==> config.mk <==
export PLATFORM = sky130hd
export DESIGN_NAME = div_unit
export DESIGN_NICKNAME = d
export VERILOG_FILES = /design/src/rtl/div_unit_pkg.sv /design/src/rtl/div_unit.sv
export SDC_FILE = /design/constraint.sdc
export NUM_CORES = 1
export LEC_CHECK = 0
export BUFFER_PORTS_ARGS = -buffer_cell sky130_fd_sc_hd__buf_2
export CORE_AREA = 2 2 177 179
export DETAILED_ROUTE_END_ITERATION = 6
export DIE_AREA = 0 0 179 181
export GPL_TIMING_DRIVEN = 0
export PLACE_DENSITY = 0.62
export REMOVE_ABC_BUFFERS = 1
export SETUP_SLACK_MARGIN = 0.4
export SYNTH_ARGS = -nofsm -noshare
export SYNTH_HDL_FRONTEND = slang
export SYNTH_SLANG_ARGS = --single-unit
==> constraint.sdc <==
create_clock -name clk -period 4.64 [get_ports clk]
set_input_delay 0.696 -clock clk [delete_from_list [all_inputs] [get_ports clk]]
set_output_delay 0.696 -clock clk [all_outputs]
set_load 0.02 [all_outputs]
==> src/rtl/div_unit_pkg.sv <==
// Shared definitions for the iterative divider.
//   div_state_e       : divider FSM state encoding
//   ALU_DIV/ALU_DIVU  : alucontrolE codes the execute stage decodes into
//                       start_i (either code) and signed_i (ALU_DIV only)
package div_unit_pkg;

  typedef enum logic [1:0] {
    ST_IDLE = 2'd0,
    ST_BUSY = 2'd1,
    ST_DONE = 2'd2
  } div_state_e;

  localparam int unsigned ALUCTRL_W = 5;
  localparam logic [ALUCTRL_W-1:0] ALU_DIV  = 5'b01100;
  localparam logic [ALUCTRL_W-1:0] ALU_DIVU = 5'b01101;

  function automatic logic is_div_op(input logic [ALUCTRL_W-1:0] alucontrol);
    return (alucontrol == ALU_DIV) || (alucontrol == ALU_DIVU);
  endfunction

  function automatic logic is_signed_div(input logic [ALUCTRL_W-1:0] alucontrol);
    return alucontrol == ALU_DIV;
  endfunction

endpackage

==> src/rtl/div_unit.sv <==
// Multi-cycle restoring radix-2 divider for the execute stage.
//   clk      : clock, rising edge
//   rst      : asynchronous reset, active low
//   start_i  : DIV/DIVU present in E, held while stall_o is high
//   signed_i : 1 = DIV, 0 = DIVU
//   a_i/b_i  : dividend / divisor
//   cancel_i : flush or exception, aborts the operation
//   stall_o  : freeze F/D/E pipeline registers
//   ready_o  : result_o valid this cycle
//   result_o : {remainder, quotient}
// Build option: DIV_ZERO_FASTPATH_EN sends a zero divisor straight to DONE.
module div_unit
  import div_unit_pkg::*;
#(
  parameter int unsigned WIDTH = 32
) (
  input  logic               clk,
  input  logic               rst,
  input  logic               start_i,
  input  logic               signed_i,
  input  logic [WIDTH-1:0]   a_i,
  input  logic [WIDTH-1:0]   b_i,
  input  logic               cancel_i,
  output logic               stall_o,
  output logic               ready_o,
  output logic [2*WIDTH-1:0] result_o
);

  localparam int unsigned CW = (WIDTH > 1) ? $clog2(WIDTH) : 1;
  localparam logic [CW-1:0] LAST = CW'(WIDTH - 1);

  div_state_e state, state_next;

  logic [CW-1:0]    count;
  logic [WIDTH-1:0] quo, rem, dvs;
  logic             q_neg, r_neg, dz;

  logic             accept, last_step;
  logic             a_neg, b_neg;
  logic [WIDTH-1:0] a_mag, b_mag;
  logic [WIDTH:0]   trial;
  logic [WIDTH-1:0] quo_step, rem_step, quo_final, rem_final;

  // Operand magnitudes and one restoring step on the registered partial
  // remainder; quo doubles as the dividend shift register.
  always_comb begin
    a_neg = signed_i & a_i[WIDTH-1];
    b_neg = signed_i & b_i[WIDTH-1];
    a_mag = a_neg ? -a_i : a_i;
    b_mag = b_neg ? -b_i : b_i;

    trial = {rem, quo[WIDTH-1]} - {1'b0, dvs};
    if (!trial[WIDTH]) begin
      rem_step = trial[WIDTH-1:0];
      quo_step = {quo[WIDTH-2:0], 1'b1};
    end else begin
      rem_step = {rem[WIDTH-2:0], quo[WIDTH-1]};
      quo_step = {quo[WIDTH-2:0], 1'b0};
    end

    // A zero divisor already yields remainder = |a|; only the quotient
    // needs forcing, since sign correction would otherwise touch it.
    quo_final = dz ? '1 : (q_neg ? -quo_step : quo_step);
    rem_final = r_neg ? -rem_step : rem_step;
  end

  always_ff @(posedge clk or negedge rst) begin
    if (!rst) state <= ST_IDLE;
    else      state <= state_next;
  end

  always_comb begin
    state_next = state;
    stall_o    = 1'b0;
    ready_o    = 1'b0;
    accept     = 1'b0;
    last_step  = 1'b0;
    case (state)
      ST_IDLE: begin
        stall_o = start_i;
        if (start_i && !cancel_i) begin
          accept = 1'b1;
`ifdef DIV_ZERO_FASTPATH_EN
          state_next = (b_i == '0) ? ST_DONE : ST_BUSY;
`else
          state_next = ST_BUSY;
`endif
        end
      end
      ST_BUSY: begin
        stall_o = 1'b1;
        if (count == LAST) begin
          last_step  = 1'b1;
          state_next = ST_DONE;
        end
      end
      ST_DONE: begin
        ready_o    = 1'b1;
        state_next = ST_IDLE;
      end
      default: state_next = ST_IDLE;
    endcase
    if (cancel_i) state_next = ST_IDLE;
  end

  always_ff @(posedge clk or negedge rst) begin
    if (!rst) begin
      count    <= '0;
      quo      <= '0;
      rem      <= '0;
      dvs      <= '0;
      q_neg    <= 1'b0;
      r_neg    <= 1'b0;
      dz       <= 1'b0;
      result_o <= '0;
    end else if (accept) begin
      count <= '0;
      quo   <= a_mag;
      rem   <= '0;
      dvs   <= b_mag;
      q_neg <= a_neg ^ b_neg;
      r_neg <= a_neg;
      dz    <= (b_i == '0);
`ifdef DIV_ZERO_FASTPATH_EN
      if (b_i == '0) result_o <= {a_i, {WIDTH{1'b1}}};
`endif
    end else if (state == ST_BUSY && !cancel_i) begin
      count <= count + CW'(1);
      quo   <= quo_step;
      rem   <= rem_step;
      if (last_step) result_o <= {rem_final, quo_final};
    end
  end

endmodule

==> report_table.html, run 1 <==
<table>
<tr><th>Metric</th><th>Value</th></tr>
<tr><th colspan="2">Run status</th></tr>
<tr><td>Result of the run</td><td>complete, no violations</td></tr>
<tr><th colspan="2">Clocking</th></tr>
<tr><td>Total CTS buffers</td><td>17</td></tr>
<tr><td># hold bufs at CTS</td><td>0</td></tr>
<tr><td>Clk slew on worst S/H paths</td><td>around 0.07 ns</td></tr>
<tr><td>Clk root buf</td><td>sky130_fd_sc_hd__clkbuf_16</td></tr>
<tr><td>Clock tree from TritonCTS</td><td>done</td></tr>
<tr><td>Maximum root-to-sink buffer count</td><td>2</td></tr>
<tr><td>Worst skew pair latency</td><td>0.44 ns</td></tr>
<tr><td>CTS H-Tree Depth</td><td>4</td></tr>
<tr><td>Clk sinks</td><td>170</td></tr>
<tr><th colspan="2">Power</th></tr>
<tr><td>Seq pwr share</td><td>0.226</td></tr>
<tr><td>Power density over the cells</td><td>between 600 and 700 nW/µm²</td></tr>
<tr><td>Net switching component of the power</td><td>approximately 4.4 mW</td></tr>
<tr><td>Peak supply drop</td><td>0.367 mV</td></tr>
<tr><td>Part of the total power dissipated in combinational logic</td><td>0.614</td></tr>
<tr><td>Power after layout</td><td>around 9.1 mW</td></tr>
<tr><td>Leakage power summed over all cells</td><td>between 6 and 7 nW</td></tr>
<tr><td>Total internal power</td><td>4.74 mW</td></tr>
<tr><td>Clock power share</td><td>0.160</td></tr>
<tr><td>Proportion of total power due to net switching</td><td>0.479</td></tr>
<tr><th colspan="2">Logic synthesis</th></tr>
<tr><td>Sequential element share of the synthesized area</td><td>0.353</td></tr>
<tr><td>Predominant post-synthesis flop cell</td><td>sky130_fd_sc_hd__dfrtp_1</td></tr>
<tr><td>Synthesized instance count</td><td>about 1,500</td></tr>
<tr><td>Count of distinct cell types in the synthesized netlist</td><td>90</td></tr>
<tr><td>Count of warnings emitted by yosys</td><td>0</td></tr>
<tr><td>Synthesized flop and latch total</td><td>170</td></tr>
<tr><td>Main area contributors after synthesis</td><td>sky130_fd_sc_hd__dfrtp_1 (35%), sky130_fd_sc_hd__nand2_1 (7.2%), sky130_fd_sc_hd__o21ai_0 (6.9%), sky130_fd_sc_hd__xor2_1 (5.3%), sky130_fd_sc_hd__a21oi_1 (4.9%)</td></tr>
<tr><td>Most frequent cells after synthesis</td><td>sky130_fd_sc_hd__nand2_1 (230), sky130_fd_sc_hd__dfrtp_1 (170), sky130_fd_sc_hd__o21ai_0 (167), sky130_fd_sc_hd__nor2_1 (139), sky130_fd_sc_hd__a21oi_1 (118)</td></tr>
<tr><td>Synth Area per Inst</td><td>8.03 µm²</td></tr>
<tr><td>Most used standard cell by instance count after synthesis</td><td>sky130_fd_sc_hd__nand2_1</td></tr>
<tr><td>Post-Syn Area</td><td>about 12,000 µm²</td></tr>
<tr><td>Area share of the leading cell type in the synthesized netlist</td><td>0.353</td></tr>
<tr><td>Post-synth ARST share</td><td>1.00</td></tr>
<tr><td>Post-synth EDFFs</td><td>0</td></tr>
<tr><td>Cell type with the highest aggregate area in the netlist</td><td>sky130_fd_sc_hd__dfrtp_1</td></tr>
<tr><th colspan="2">Cells and area</th></tr>
<tr><td>Net count reported at finish</td><td>1,719</td></tr>
<tr><td>Final core utilization</td><td>0.472</td></tr>
<tr><td>Area used by multi-input combinational logic</td><td>roughly 7700 µm²</td></tr>
<tr><td>Post-layout instance area</td><td>14,300 µm²</td></tr>
<tr><td>Final Non-Filler Cells</td><td>between 2,000 and 2,500</td></tr>
<tr><td>Area used by sequential logic in the layout</td><td>4260 µm²</td></tr>
<tr><td>Fraction of final layout cells with drive strength greater than 1</td><td>0.185</td></tr>
<tr><td>Number of fill cells in the layout</td><td>between 2,000 and 3,000</td></tr>
<tr><td>Area added between synthesis and finish</td><td>18.9%</td></tr>
<tr><th colspan="2">Route</th></tr>
<tr><td>Total via count in the routed design</td><td>11,200</td></tr>
<tr><td>Detailed Route Iter0 Violations</td><td>~850</td></tr>
<tr><td>Number of nets with antenna violations after detailed routing</td><td>0</td></tr>
<tr><td>Number of remaining DRC errors</td><td>0</td></tr>
<tr><td>Routed length per instance</td><td>about 18 µm</td></tr>
<tr><td>Drt total wl</td><td>36,400 µm</td></tr>
<tr><td>DR pass1 iterations</td><td>6</td></tr>
<tr><td>Number of vias per cell</td><td>5.56</td></tr>
<tr><th colspan="2">Timing</th></tr>
<tr><td>Worst-margin pin slew</td><td>1.38 ns</td></tr>
<tr><td>Final worst-path cycle share</td><td>0.884</td></tr>
<tr><td>Headroom to the max-slew limit</td><td>0.0783</td></tr>
<tr><td>Final setup viols</td><td>0</td></tr>
<tr><td>Layout Skew</td><td>0.0129 ns</td></tr>
<tr><td>Fmax</td><td>about 240 MHz</td></tr>
<tr><td>Fin Hold WS</td><td>about 0.18 ns</td></tr>
<tr><td>Final Hold Viols</td><td>0</td></tr>
<tr><td>Max Slew Vio Count</td><td>0</td></tr>
<tr><td>Final critical delay including setup and external delays</td><td>4.10 ns</td></tr>
<tr><td>Setup repair after global routing missed its margin</td><td>yes</td></tr>
<tr><th colspan="2">Floorplanning</th></tr>
<tr><td>Number of standard-cell rows in the floorplan</td><td>64</td></tr>
<tr><td>Die ar.</td><td>between 30,000 and 40,000 µm²</td></tr>
<tr><td>Die span in x</td><td>between 150 and 200 µm</td></tr>
<tr><td>DIE HEIGHT</td><td>roughly 180 µm</td></tr>
<tr><td>I/O pins</td><td>approximately 140</td></tr>
<tr><td>Starting utilization of the core area</td><td>0.397</td></tr>
<tr><td>Core area</td><td>30,300 µm²</td></tr>
<tr><th colspan="2">Global route</th></tr>
<tr><td>Number of antenna violations at the first check in global routing</td><td>4</td></tr>
<tr><td>Number of global-route vias before repair</td><td>around 11,000</td></tr>
<tr><td>Overflow left after global routing</td><td>0</td></tr>
<tr><td>Largest net degree at the start of global routing</td><td>~110</td></tr>
<tr><td>Wire length of the first global-routing pass</td><td>about 58,000 µm</td></tr>
<tr><td>Tot GR Track Use</td><td>0.229</td></tr>
<tr><th colspan="2">Critical path</th></tr>
<tr><td>Largest fanout of any net on the critical path</td><td>4</td></tr>
<tr><td>Slowest stage delay, CP</td><td>0.46 ns</td></tr>
<tr><td>CP max-delay cell</td><td>sky130_fd_sc_hd__or3_1</td></tr>
<tr><td>Kind of end point of the critical path</td><td>flip-flop</td></tr>
<tr><td>Cell class contributing the biggest share of worst-path delay</td><td>simple AND/OR/NAND/NOR gates</td></tr>
<tr><td>Setup crit start kind</td><td>flip-flop</td></tr>
<tr><td>Critical Setup Path Class</td><td>flip-flop to flip-flop</td></tr>
<tr><td>Data required, critical path</td><td>slightly below 5 ns</td></tr>
<tr><td>Data arrival time of the worst path</td><td>4.43 ns</td></tr>
<tr><td>Cell breakdown of the critical path</td><td>inv_1, ha_2, fa_2, nand2b_4, a211oi_4, o21a_2, buf_4, o22ai_1, xnor2_1, or3_1, nor4_2, a32oi_2, or3_4, nor3b_1, a211o_1</td></tr>
<tr><td>Buffer and inverter count on the worst path</td><td>2</td></tr>
<tr><th colspan="2">Place</th></tr>
<tr><td>Final HPWL from detailed placement</td><td>roughly 26,000 µm</td></tr>
<tr><td>Number of I/O port buffers</td><td>approximately 130</td></tr>
<tr><td>DP Cell Count</td><td>between 1,500 and 2,000</td></tr>
<tr><td>Post-place instance area</td><td>around 13,000 µm²</td></tr>
<tr><td>Routability congestion estimate</td><td>0.868</td></tr>
<tr><th colspan="2">Job</th></tr>
<tr><td>MaxCap Viol Count</td><td>0</td></tr>
<tr><th colspan="2">Worst hold path</th></tr>
<tr><td>Min-Delay Path Class</td><td>primary input to asynchronous set/reset pin</td></tr>
</table>
-- per-layer routing --
metal | wire length, µm | GRT usage
met1 | 15900 | 0.304
met5 | 26 | 0
met3 | 2060 | 0.0375
met4 | 1150 | 0.0911
met2 | 17300 | 0.370
-- cell families after synthesis --
kind of cell,Yosys count,share of synthesized area
AND/OR/NAND/NOR,549,0.212
flip-flops,170,0.353
buffers and inverters,130,0.0440
multiplexers,33,0.0278
adder cells (fa/ha/maj),39,0.0412
AO/OA/AOI/OAI,444,0.223
XOR/XNOR,135,0.0982
-- cells in the final DEF (no fill, tap or decap), types with 17 or more instances in the layout --
master and instances:
sky130_fd_sc_hd__xnor2_1 61, sky130_fd_sc_hd__mux2i_1 27, sky130_fd_sc_hd__or3_1 20, sky130_fd_sc_hd__clkbuf_16 17
sky130_fd_sc_hd__o21ai_0 167, sky130_fd_sc_hd__o21ai_1 22, sky130_fd_sc_hd__dfrtp_1 162, sky130_fd_sc_hd__nand3_1 17
sky130_fd_sc_hd__nor2_1 136, sky130_fd_sc_hd__inv_1 47, sky130_fd_sc_hd__nand2_1 224, sky130_fd_sc_hd__buf_4 21
sky130_fd_sc_hd__ha_1 20, sky130_fd_sc_hd__o31ai_1 20, sky130_fd_sc_hd__xor2_1 73, sky130_fd_sc_hd__nor3_1 25
sky130_fd_sc_hd__buf_2 133, sky130_fd_sc_hd__a21oi_1 108
-- area by class of cell --
class	count	area share
diodes	2	0.000350
clock buffers	19	0.0303
clock inverters	12	0.00988
inverters	54	0.0153
multi-input cells	1202	0.540
flip-flops and latches	170	0.298
well taps	396	0.0346
repair buffers	164	0.0702
repair inverters	2	0.00105
-- per-stage QoR --
stage | setup TNS, ns | setup slack, ns
floorplan | -2.85 | -0.412
global placement | -164.38 | -2.66
detailed placement | -53.55 | -2.08
CTS | 0 | 0.405
global route | 0 | 0.365
finish | 0 | 0.536
-- power by group through the flow --
| stage | combinational [mW] | clock (mW) | sequential [mW] |
|---|---|---|---|
| final | 5.58 | 1.46 | 2.05 |
| after global routing | 6.12 | 1.54 | 2.08 |
| after CTS | 5.28 | 1.48 | 2.03 |
| after detailed placement | 4.66 | 0 | 2.05 |
| after global placement | 4.60 | 0 | 2.04 |
| after floorplan | 3.59 | 0 | 1.94 |
-- state kept, by name, summed over array words and instances (netlist names) --
register,flops
q_neg,1
quo,32
dz,1
result_o,64
dvs,32
r_neg,1
state,2
rem,32
count,5
-- worst paths after layout --
path	from	end	slack, ns	cells past startpoint
worst max-delay path	quo[31]$_DFFE_PN0P_	result_o[62]$_DFFE_PN0P_	0.54	15
worst min-delay path	rst	result_o[42]$_DFFE_PN0P_	0.18	1
worst max register to register	quo[31]$_DFFE_PN0P_	result_o[62]$_DFFE_PN0P_	0.54	15
worst min register to register	result_o[47]$_DFFE_PN0P_	result_o[47]$_DFFE_PN0P_	0.47	2
max in group asynchronous	rst	dvs[14]$_DFFE_PN0P_	3.50	2
min in group clk	result_o[47]$_DFFE_PN0P_	result_o[47]$_DFFE_PN0P_	0.47	2
-- repair_timing --
item / in CTS / in global routing
cloned: 4 / 0
pin swaps: 15 / 15
endpoints found under the setup margin: 81 / 23
setup buffers: 18 / 4
gates resized for setup: 68 / 36
Power figures use the tool's default switching activity.
==> run 2, diff against run 1 <==
--- a/config.mk
+++ b/config.mk
@@ -11,6 +11,7 @@
 export DIE_AREA = 0 0 179 181
 export GPL_TIMING_DRIVEN = 0
 export PLACE_DENSITY = 0.62
+export RECOVER_POWER = 25
 export REMOVE_ABC_BUFFERS = 1
 export SETUP_SLACK_MARGIN = 0.4
 export SYNTH_ARGS = -nofsm -noshare
==> report_table.html, run 2 (synthesized netlist as in run 1, its figures left out) <==
<table>
<tr><th>Metric</th><th>Value</th></tr>
<tr><th colspan="2">Run status</th></tr>
<tr><td>Result of the run</td><td>finished with violations</td></tr>
<tr><td>Violations in the final reports</td><td>max-capacitance violations, max-slew violations</td></tr>
<tr><th colspan="2">Critical path</th></tr>
<tr><td>Kind of end point of the critical path</td><td>flip-flop</td></tr>
<tr><td>Buffer and inverter count on the worst path</td><td>2 (unchanged)</td></tr>
<tr><td>Slowest stage delay, CP</td><td>0.46 ns (about the same)</td></tr>
<tr><td>Data arrival time of the worst path</td><td>4.43 ns (about the same)</td></tr>
<tr><td>Largest fanout of any net on the critical path</td><td>4 (unchanged)</td></tr>
<tr><td>Cell class contributing the biggest share of worst-path delay</td><td>simple AND/OR/NAND/NOR gates</td></tr>
<tr><td>Critical Setup Path Class</td><td>flip-flop to flip-flop</td></tr>
<tr><td>Cell breakdown of the critical path</td><td>inv_1, ha_2, fa_2, nand2b_4, a211oi_4, o21a_2, buf_4, o22ai_1, xnor2_1, or3_1, nor4_2, a32oi_2, or3_4, nor3b_1, a211o_1</td></tr>
<tr><td>CP max-delay cell</td><td>sky130_fd_sc_hd__or3_1</td></tr>
<tr><td>Data required, critical path</td><td>4.97 ns (about the same)</td></tr>
<tr><td>Setup crit start kind</td><td>flip-flop</td></tr>
<tr><th colspan="2">Global route</th></tr>
<tr><td>Met3 Track Usage GR</td><td>0.0375 (unchanged)</td></tr>
<tr><td>Met1 usage in global routing</td><td>0.304 (unchanged)</td></tr>
<tr><td>Met2 global-route usage</td><td>0.370 (unchanged)</td></tr>
<tr><td>Largest net degree at the start of global routing</td><td>113 (unchanged)</td></tr>
<tr><td>Number of global-route vias before repair</td><td>10,900 (unchanged)</td></tr>
<tr><td>Global routing's busiest layer</td><td>met2</td></tr>
<tr><td>Overflow left after global routing</td><td>0 (unchanged)</td></tr>
<tr><td>Number of antenna violations at the first check in global routing</td><td>4 (unchanged)</td></tr>
<tr><td>Wire length of the first global-routing pass</td><td>58,500 µm (unchanged)</td></tr>
<tr><td>Tot GR Track Use</td><td>0.229 (unchanged)</td></tr>
<tr><th colspan="2">Timing</th></tr>
<tr><td>Final Hold Viols</td><td>0 (unchanged)</td></tr>
<tr><td>Final setup viols</td><td>0 (unchanged)</td></tr>
<tr><td>Layout Skew</td><td>0.0129 ns (-0.0000284 ns)</td></tr>
<tr><td>Setup repair after global routing missed its margin</td><td>yes</td></tr>
<tr><td>Fmax</td><td>244 MHz (about the same)</td></tr>
<tr><td>Worst-margin pin slew</td><td>3.43 ns (+2.05 ns)</td></tr>
<tr><td>Final worst-path cycle share</td><td>0.884 (about the same)</td></tr>
<tr><td>Headroom to the max-slew limit</td><td>-1.29 (-1.36)</td></tr>
<tr><td>PnR worst setup slack</td><td>0.536 ns (-0.000226 ns)</td></tr>
<tr><td>Final critical delay including setup and external delays</td><td>4.10 ns (+0.000226 ns)</td></tr>
<tr><td>Max Slew Vio Count</td><td>59 (+59)</td></tr>
<tr><th colspan="2">Route</th></tr>
<tr><td>DR pass1 iterations</td><td>6 (unchanged)</td></tr>
<tr><td>Number of vias per cell</td><td>5.56 (about the same)</td></tr>
<tr><td>Drt total wl</td><td>36,400 µm (unchanged)</td></tr>
<tr><td>Detailed Route Iter0 Violations</td><td>851 (unchanged)</td></tr>
<tr><td>Number of remaining DRC errors</td><td>0 (unchanged)</td></tr>
<tr><td>Number of nets with antenna violations after detailed routing</td><td>0 (unchanged)</td></tr>
<tr><td>Routed length per instance</td><td>18.0 µm (unchanged)</td></tr>
<tr><td>Total via count in the routed design</td><td>11,200 (+0.036%)</td></tr>
<tr><th colspan="2">Clocking</th></tr>
<tr><td># hold bufs at CTS</td><td>0 (unchanged)</td></tr>
<tr><td>Total CTS buffers</td><td>17 (unchanged)</td></tr>
<tr><td>Maximum root-to-sink buffer count</td><td>2 (unchanged)</td></tr>
<tr><td>Clk root buf</td><td>sky130_fd_sc_hd__clkbuf_16</td></tr>
<tr><td>Clock tree from TritonCTS</td><td>done</td></tr>
<tr><td>Clk sinks</td><td>170 (unchanged)</td></tr>
<tr><td>Clk slew on worst S/H paths</td><td>0.07 ns (about the same)</td></tr>
<tr><td>CTS H-Tree Depth</td><td>4 (unchanged)</td></tr>
<tr><td>Worst skew pair latency</td><td>0.44 ns (about the same)</td></tr>
<tr><th colspan="2">Power</th></tr>
<tr><td>Power after layout</td><td>9.09 mW (about the same)</td></tr>
<tr><td>Peak supply drop</td><td>0.367 mV (about the same)</td></tr>
<tr><td>Power density over the cells</td><td>636 nW/µm² (about the same)</td></tr>
<tr><td>Leakage power summed over all cells</td><td>6.29 nW (about the same)</td></tr>
<tr><th colspan="2">Cells and area</th></tr>
<tr><td>Area used by sequential logic in the layout</td><td>4260 µm² (unchanged)</td></tr>
<tr><td>Number of fill cells in the layout</td><td>3,001 (+0.067%)</td></tr>
<tr><td>Max reg flops</td><td>64 (unchanged)</td></tr>
<tr><td>Most frequent standard cell in the layout excluding fill and tap cells</td><td>sky130_fd_sc_hd__nand2_1</td></tr>
<tr><td>Area added between synthesis and finish</td><td>18.8% (about the same)</td></tr>
<tr><td>Net count reported at finish</td><td>1,719 (unchanged)</td></tr>
<tr><td>Area used by multi-input combinational logic</td><td>7730 µm² (unchanged)</td></tr>
<tr><td>Most flops, register</td><td>result_o</td></tr>
<tr><td>Fraction of final layout cells with drive strength greater than 1</td><td>0.185 (-0.000616)</td></tr>
<tr><td>Most frequent cells in the layout</td><td>sky130_fd_sc_hd__nand2_1 (224), sky130_fd_sc_hd__o21ai_0 (167), sky130_fd_sc_hd__dfrtp_1 (162)</td></tr>
<tr><td>Post-layout instance area</td><td>14,300 µm² (about the same)</td></tr>
<tr><th colspan="2">Floorplanning</th></tr>
<tr><td>Die span in x</td><td>179 µm (unchanged)</td></tr>
<tr><td>Number of standard-cell rows in the floorplan</td><td>64 (unchanged)</td></tr>
<tr><td>Die ar.</td><td>32,400 µm² (unchanged)</td></tr>
<tr><td>Starting utilization of the core area</td><td>0.397 (unchanged)</td></tr>
<tr><td>I/O pins</td><td>135 (unchanged)</td></tr>
<tr><td>Core area</td><td>30,300 µm² (unchanged)</td></tr>
<tr><td>DIE HEIGHT</td><td>181 µm (unchanged)</td></tr>
<tr><th colspan="2">Job</th></tr>
<tr><td>MaxCap Viol Count</td><td>1 (+1)</td></tr>
<tr><th colspan="2">Place</th></tr>
<tr><td>Routability congestion estimate</td><td>0.868 (unchanged)</td></tr>
<tr><td>Place WS</td><td>-2.08 ns (unchanged)</td></tr>
<tr><td>Final HPWL from detailed placement</td><td>25,900 µm (unchanged)</td></tr>
<tr><td>Post-place instance area</td><td>13,100 µm² (unchanged)</td></tr>
<tr><td>Number of I/O port buffers</td><td>134 (unchanged)</td></tr>
<tr><th colspan="2">Worst hold path</th></tr>
<tr><td>Min-Delay Path Class</td><td>flip-flop to flip-flop</td></tr>
</table>
==> run 2: power breakdown <==
group / leakage (nW) / internal (mW) / switching [mW]
registers: 2.26 / 1.71 / 0.337
logic: 3.76 / 2.22 / 3.36
clock network: 0.274 / 0.800 / 0.656
==> run 2: metal layers <==
metal	vias up	share of wire	wire length (µm)
li1	5521	-	-
met1	5301	0.44	15900
met2	345	0.47	17200
met3	74	0.057	2060
met4	4	0.032	1150
met5	-	0.00071	26
==> run 2: path summary, 6_finish.rpt <==
path	from	end	slack, ns	cells past startpoint
hold / removal	result_o[47]$_DFFE_PN0P_	result_o[47]$_DFFE_PN0P_	0.47	2
min in group asynchronous	rst	result_o[42]$_DFFE_PN0P_	1.40	1
setup / recovery	quo[31]$_DFFE_PN0P_	result_o[62]$_DFFE_PN0P_	0.54	15
max in group asynchronous	rst	rem[24]$_DFFE_PN0P_	1.04	1
setup reg to reg	quo[31]$_DFFE_PN0P_	result_o[62]$_DFFE_PN0P_	0.54	15
hold reg to reg	result_o[47]$_DFFE_PN0P_	result_o[47]$_DFFE_PN0P_	0.47	2
==> run 2: stage by stage <==
step	TNS (ns)	hold slack, ns	utilization	std cells
floorplan	-2.85	0.400	-	1424
finish	0	0.467	0.471	2021
detailed placement	-53.55	0.457	0.430	1962
CTS	0	0.198	0.465	2015
global route	0	0.503	0.471	2019
global placement	-164.38	0.452	0.424	1954
==> run 2: worst reg2reg max path, delay by kind of cell (launching register included) <==
| family | cells | cell delay (ns) |
|---|---|---|
| AND/OR/NAND/NOR | 5 | 1.55 |
| AO/OA/AOI/OAI | 5 | 1.09 |
| adder cells (fa/ha/maj) | 2 | 0.55 |
| flip-flops | 1 | 0.38 |
| XOR/XNOR | 1 | 0.22 |
| buffers and inverters | 2 | 0.21 |
==> run 2: timing repair <==
item,CTS,global route
setup endpoints to repair,81,23
pin swaps,15,15
gates cloned,4,0
setup buffers,18,4
gates resized for setup,68,36
==> run 2: layout make-up <==
type                       count  area share
timing repair buffer         164      0.0695
clock buffer                  19      0.0303
timing repair inverter         2     0.00105
sequential                   170       0.298
tap                          396      0.0346
clock inverter                12     0.00989
multi-input combinational   1202       0.541
inverter                      54      0.0153
antenna                        2    0.000350
==> run 3, diff against run 2 <==
==> constraint.sdc (replaced) <==
create_clock -name clk -period 3.65 [get_ports clk]
set_input_delay 0.5475 -clock clk [delete_from_list [all_inputs] [get_ports clk]]
set_output_delay 0.5475 -clock clk [all_outputs]
set_load 0.02 [all_outputs]
==> report_table.html, run 3 (synthesized netlist as in run 1, its figures left out) <==
<table>
<tr><th>Metric</th><th>Value</th></tr>
<tr><th colspan="2">Run status</th></tr>
<tr><td>Result of the run</td><td>finished with violations</td></tr>
<tr><td>Violations in the final reports</td><td>max-capacitance violations, max-slew violations, negative setup slack</td></tr>
<tr><th colspan="2">Global route</th></tr>
<tr><td>Largest net degree at the start of global routing</td><td>113 (unchanged)</td></tr>
<tr><td>Tot GR Track Use</td><td>0.238 (+0.00897)</td></tr>
<tr><td>Number of global-route vias before repair</td><td>11,300 (+3.5%)</td></tr>
<tr><td>Overflow left after global routing</td><td>0 (unchanged)</td></tr>
<tr><td>Number of antenna violations at the first check in global routing</td><td>4 (unchanged)</td></tr>
<tr><td>Wire length of the first global-routing pass</td><td>60,700 µm (+3.8%)</td></tr>
<tr><th colspan="2">Floorplanning</th></tr>
<tr><td>DIE HEIGHT</td><td>181 µm (unchanged)</td></tr>
<tr><td>Number of standard-cell rows in the floorplan</td><td>64 (unchanged)</td></tr>
<tr><td>Die ar.</td><td>32,400 µm² (unchanged)</td></tr>
<tr><td>Core area</td><td>30,300 µm² (unchanged)</td></tr>
<tr><td>I/O pins</td><td>135 (unchanged)</td></tr>
<tr><td>Starting utilization of the core area</td><td>0.397 (unchanged)</td></tr>
<tr><td>Die span in x</td><td>179 µm (unchanged)</td></tr>
<tr><th colspan="2">Timing</th></tr>
<tr><td>Headroom to the max-slew limit</td><td>-0.982 (+0.305)</td></tr>
<tr><td>Final Hold Viols</td><td>0 (unchanged)</td></tr>
<tr><td>Worst-margin pin slew</td><td>2.97 ns (-0.457 ns)</td></tr>
<tr><td>Layout Skew</td><td>0.0127 ns (-0.000191 ns)</td></tr>
<tr><td>Final worst-path cycle share</td><td>1.11 (+0.225)</td></tr>
<tr><td>Setup repair after global routing missed its margin</td><td>yes</td></tr>
<tr><td>Summed negative setup slack over all endpoints</td><td>-7.04 ns (-7.04 ns)</td></tr>
<tr><td>Fmax</td><td>247 MHz (+1.4%)</td></tr>
<tr><td>Max Slew Vio Count</td><td>59 (unchanged)</td></tr>
<tr><td>Final critical delay including setup and external delays</td><td>4.05 ns (-0.0552 ns)</td></tr>
<tr><td>Final setup viols</td><td>28 (+28)</td></tr>
<tr><td>PnR worst setup slack</td><td>-0.399 ns (-0.935 ns)</td></tr>
<tr><th colspan="2">Cells and area</th></tr>
<tr><td>Final core utilization</td><td>0.511 (+0.0393)</td></tr>
<tr><td>Post-layout instance area</td><td>15,500 µm² (+8.3%)</td></tr>
<tr><td>Max reg flops</td><td>64 (unchanged)</td></tr>
<tr><td>Final Non-Filler Cells</td><td>2,082 (+3.0%)</td></tr>
<tr><td>Most frequent standard cell in the layout excluding fill and tap cells</td><td>sky130_fd_sc_hd__nand2_1</td></tr>
<tr><td>Net count reported at finish</td><td>1,780 (+3.5%)</td></tr>
<tr><td>Most flops, register</td><td>result_o</td></tr>
<tr><td>Fraction of final layout cells with drive strength greater than 1</td><td>0.263 (+0.0782)</td></tr>
<tr><td>Area added between synthesis and finish</td><td>28.7%</td></tr>
<tr><td>Most frequent cells in the layout</td><td>sky130_fd_sc_hd__nand2_1 (222), sky130_fd_sc_hd__dfrtp_1 (160), sky130_fd_sc_hd__o21ai_0 (150)</td></tr>
<tr><th colspan="2">Power</th></tr>
<tr><td>Leakage power summed over all cells</td><td>6.74 nW (+7.2%)</td></tr>
<tr><td>Peak supply drop</td><td>0.461 mV (+26%)</td></tr>
<tr><td>Power density over the cells</td><td>879 nW/µm² (+38%)</td></tr>
<tr><th colspan="2">Worst hold path</th></tr>
<tr><td>Hold Path Sink</td><td>dvs[4]$_DFFE_PN0P_</td></tr>
<tr><td>Min-Delay Path Class</td><td>primary input to flip-flop</td></tr>
<tr><td>Min-delay src</td><td>b_i[4]</td></tr>
<tr><td>Count of cells along the worst hold path</td><td>3 (+1)</td></tr>
<tr><th colspan="2">Critical path</th></tr>
<tr><td>Depth of the most critical reg-to-reg path</td><td>20 (+5)</td></tr>
<tr><td>Slowest stage delay, CP</td><td>0.38 ns (-0.08 ns)</td></tr>
<tr><td>Critical register-to-register path endpoint</td><td>result_o[56]$_DFFE_PN0P_</td></tr>
<tr><td>Setup crit start kind</td><td>flip-flop</td></tr>
<tr><td>Critical Setup Path Class</td><td>flip-flop to flip-flop</td></tr>
<tr><td>Kind of end point of the critical path</td><td>flip-flop</td></tr>
<tr><td>R2R Setup Slk</td><td>-0.40 ns (-0.93 ns)</td></tr>
<tr><td>Cell breakdown of the critical path</td><td>inv_1, ha_2, fa_2, nand2b_4, a211oi_4, o21a_2, o221ai_4, and3_4, nor2_4, buf_12, inv_16, a21oi_4, ha_4, nand4b_1, mux2i_4, nand2_4, buf_6, o31ai_4, xnor2_1, o21ai_1</td></tr>
<tr><td>Data required, critical path</td><td>3.95 ns (-1.02 ns)</td></tr>
<tr><td>CP max-delay cell</td><td>sky130_fd_sc_hd__dfrtp_1</td></tr>
<tr><td>Startpoint of the lowest-slack register-to-register path</td><td>quo[31]$_DFFE_PN0P_</td></tr>
<tr><td>Largest fanout of any net on the critical path</td><td>7 (+3)</td></tr>
<tr><td>Data arrival time of the worst path</td><td>4.34 ns (-0.09 ns)</td></tr>
<tr><th colspan="2">Route</th></tr>
<tr><td>Drt total wl</td><td>38,600 µm (+6.2%)</td></tr>
<tr><td>Number of vias per cell</td><td>5.64 (+1.3%)</td></tr>
<tr><td>Total via count in the routed design</td><td>11,700 (+4.4%)</td></tr>
<tr><td>Routed length per instance</td><td>18.6 µm (+3.1%)</td></tr>
<tr><td>DR pass1 iterations</td><td>5 (-1)</td></tr>
<tr><td>Number of remaining DRC errors</td><td>0 (unchanged)</td></tr>
<tr><td>Detailed Route Iter0 Violations</td><td>869 (+2.1%)</td></tr>
<tr><td>Number of nets with antenna violations after detailed routing</td><td>0 (unchanged)</td></tr>
<tr><th colspan="2">Clocking</th></tr>
<tr><td>Total CTS buffers</td><td>17 (unchanged)</td></tr>
<tr><td>Clock tree from TritonCTS</td><td>done</td></tr>
<tr><td>Clk sinks</td><td>170 (unchanged)</td></tr>
<tr><td>Clk root buf</td><td>sky130_fd_sc_hd__clkbuf_16</td></tr>
<tr><td>Worst skew pair latency</td><td>0.44 ns (about the same)</td></tr>
<tr><td>CTS H-Tree Depth</td><td>4 (unchanged)</td></tr>
<tr><td>Maximum root-to-sink buffer count</td><td>2 (unchanged)</td></tr>
<tr><td>Clk slew on worst S/H paths</td><td>0.07 ns (about the same)</td></tr>
<tr><th colspan="2">Place</th></tr>
<tr><td>Number of I/O port buffers</td><td>134 (unchanged)</td></tr>
<tr><td>DP Cell Count</td><td>1,962 (unchanged)</td></tr>
<tr><td>Post-place instance area</td><td>13,100 µm² (unchanged)</td></tr>
<tr><td>Place WS</td><td>-3.07 ns (-0.990 ns)</td></tr>
<tr><td>Routability congestion estimate</td><td>0.868 (unchanged)</td></tr>
<tr><td>Final HPWL from detailed placement</td><td>25,900 µm (unchanged)</td></tr>
<tr><th colspan="2">Job</th></tr>
<tr><td>MaxCap Viol Count</td><td>1 (unchanged)</td></tr>
</table>
run 3: power by group:
group          switching (mW)  leakage [nW]  internal [mW]
clock network           0.836         0.274           1.02
registers               0.469          2.26           2.18
logic                    5.15          4.21           3.97
run 3: metal layers:
layer | GRT usage | up-vias | wire length [µm]
li1 | - | 5651 | -
met1 | 0.310 | 5594 | 16500
met2 | 0.389 | 392 | 18500
met3 | 0.0398 | 94 | 2150
met4 | 0.0995 | 4 | 1450
met5 | 0 | - | 26
run 3: critical path: cells and delay by family, from the launching register on:
family	cells	cell delay, ns
simple gates	5	0.88
xor+xnor	1	0.14
compound gates	6	0.98
mux	1	0.34
fa+ha+maj	3	0.73
flops	1	0.38
buf+inv	4	0.41
run 3: worst max path at each step:
| stage | to | start | cells past startpoint |
|---|---|---|---|
| floorplan | result_o[60]$_DFFE_PN0P_ | quo[31]$_DFFE_PN0P_ | 18 |
| global placement | quo[31]$_DFFE_PN0P_ | start_i | 5 |
| detailed placement | result_o[62]$_DFFE_PN0P_ | quo[31]$_DFFE_PN0P_ | 18 |
| CTS | result_o[30]$_DFFE_PN0P_ | dvs[19]$_DFFE_PN0P_ | 20 |
| global route | result_o[52]$_DFFE_PN0P_ | rem[15]$_DFFE_PN0P_ | 18 |
| finish | result_o[56]$_DFFE_PN0P_ | quo[31]$_DFFE_PN0P_ | 20 |
run 3: per-stage QoR:
| step | power [mW] | hold slack [ns] |
|---|---|---|
| 3_3_place_gp | 8.44 | 0.452 |
| 5_1_grt | 14.5 | 0.422 |
| 2_1_floorplan | 7.02 | 0.252 |
| 3_5_place_dp | 8.53 | 0.457 |
| 4_1_cts | 12.4 | 0.0492 |
| 6_report | 13.6 | 0.409 |
run 3: final cells by class:
class,instances,area [µm²]
sequential,170,4270
fill,2840,14900
inverter,54,220
timing repair buffer,224,1540
tap,396,495
timing repair inverter,2,27.5
clock inverter,12,141
clock buffer,19,433
multi-input combinational,1203,8360
antenna,2,5.00
run 3: what timing repair did:
item,in CTS,in global routing
buffers inserted,57,25
hold buffers,0,0
setup endpoints to repair,97,91
gates resized for setup,148,113
pin swaps,53,57
gates cloned,5,0
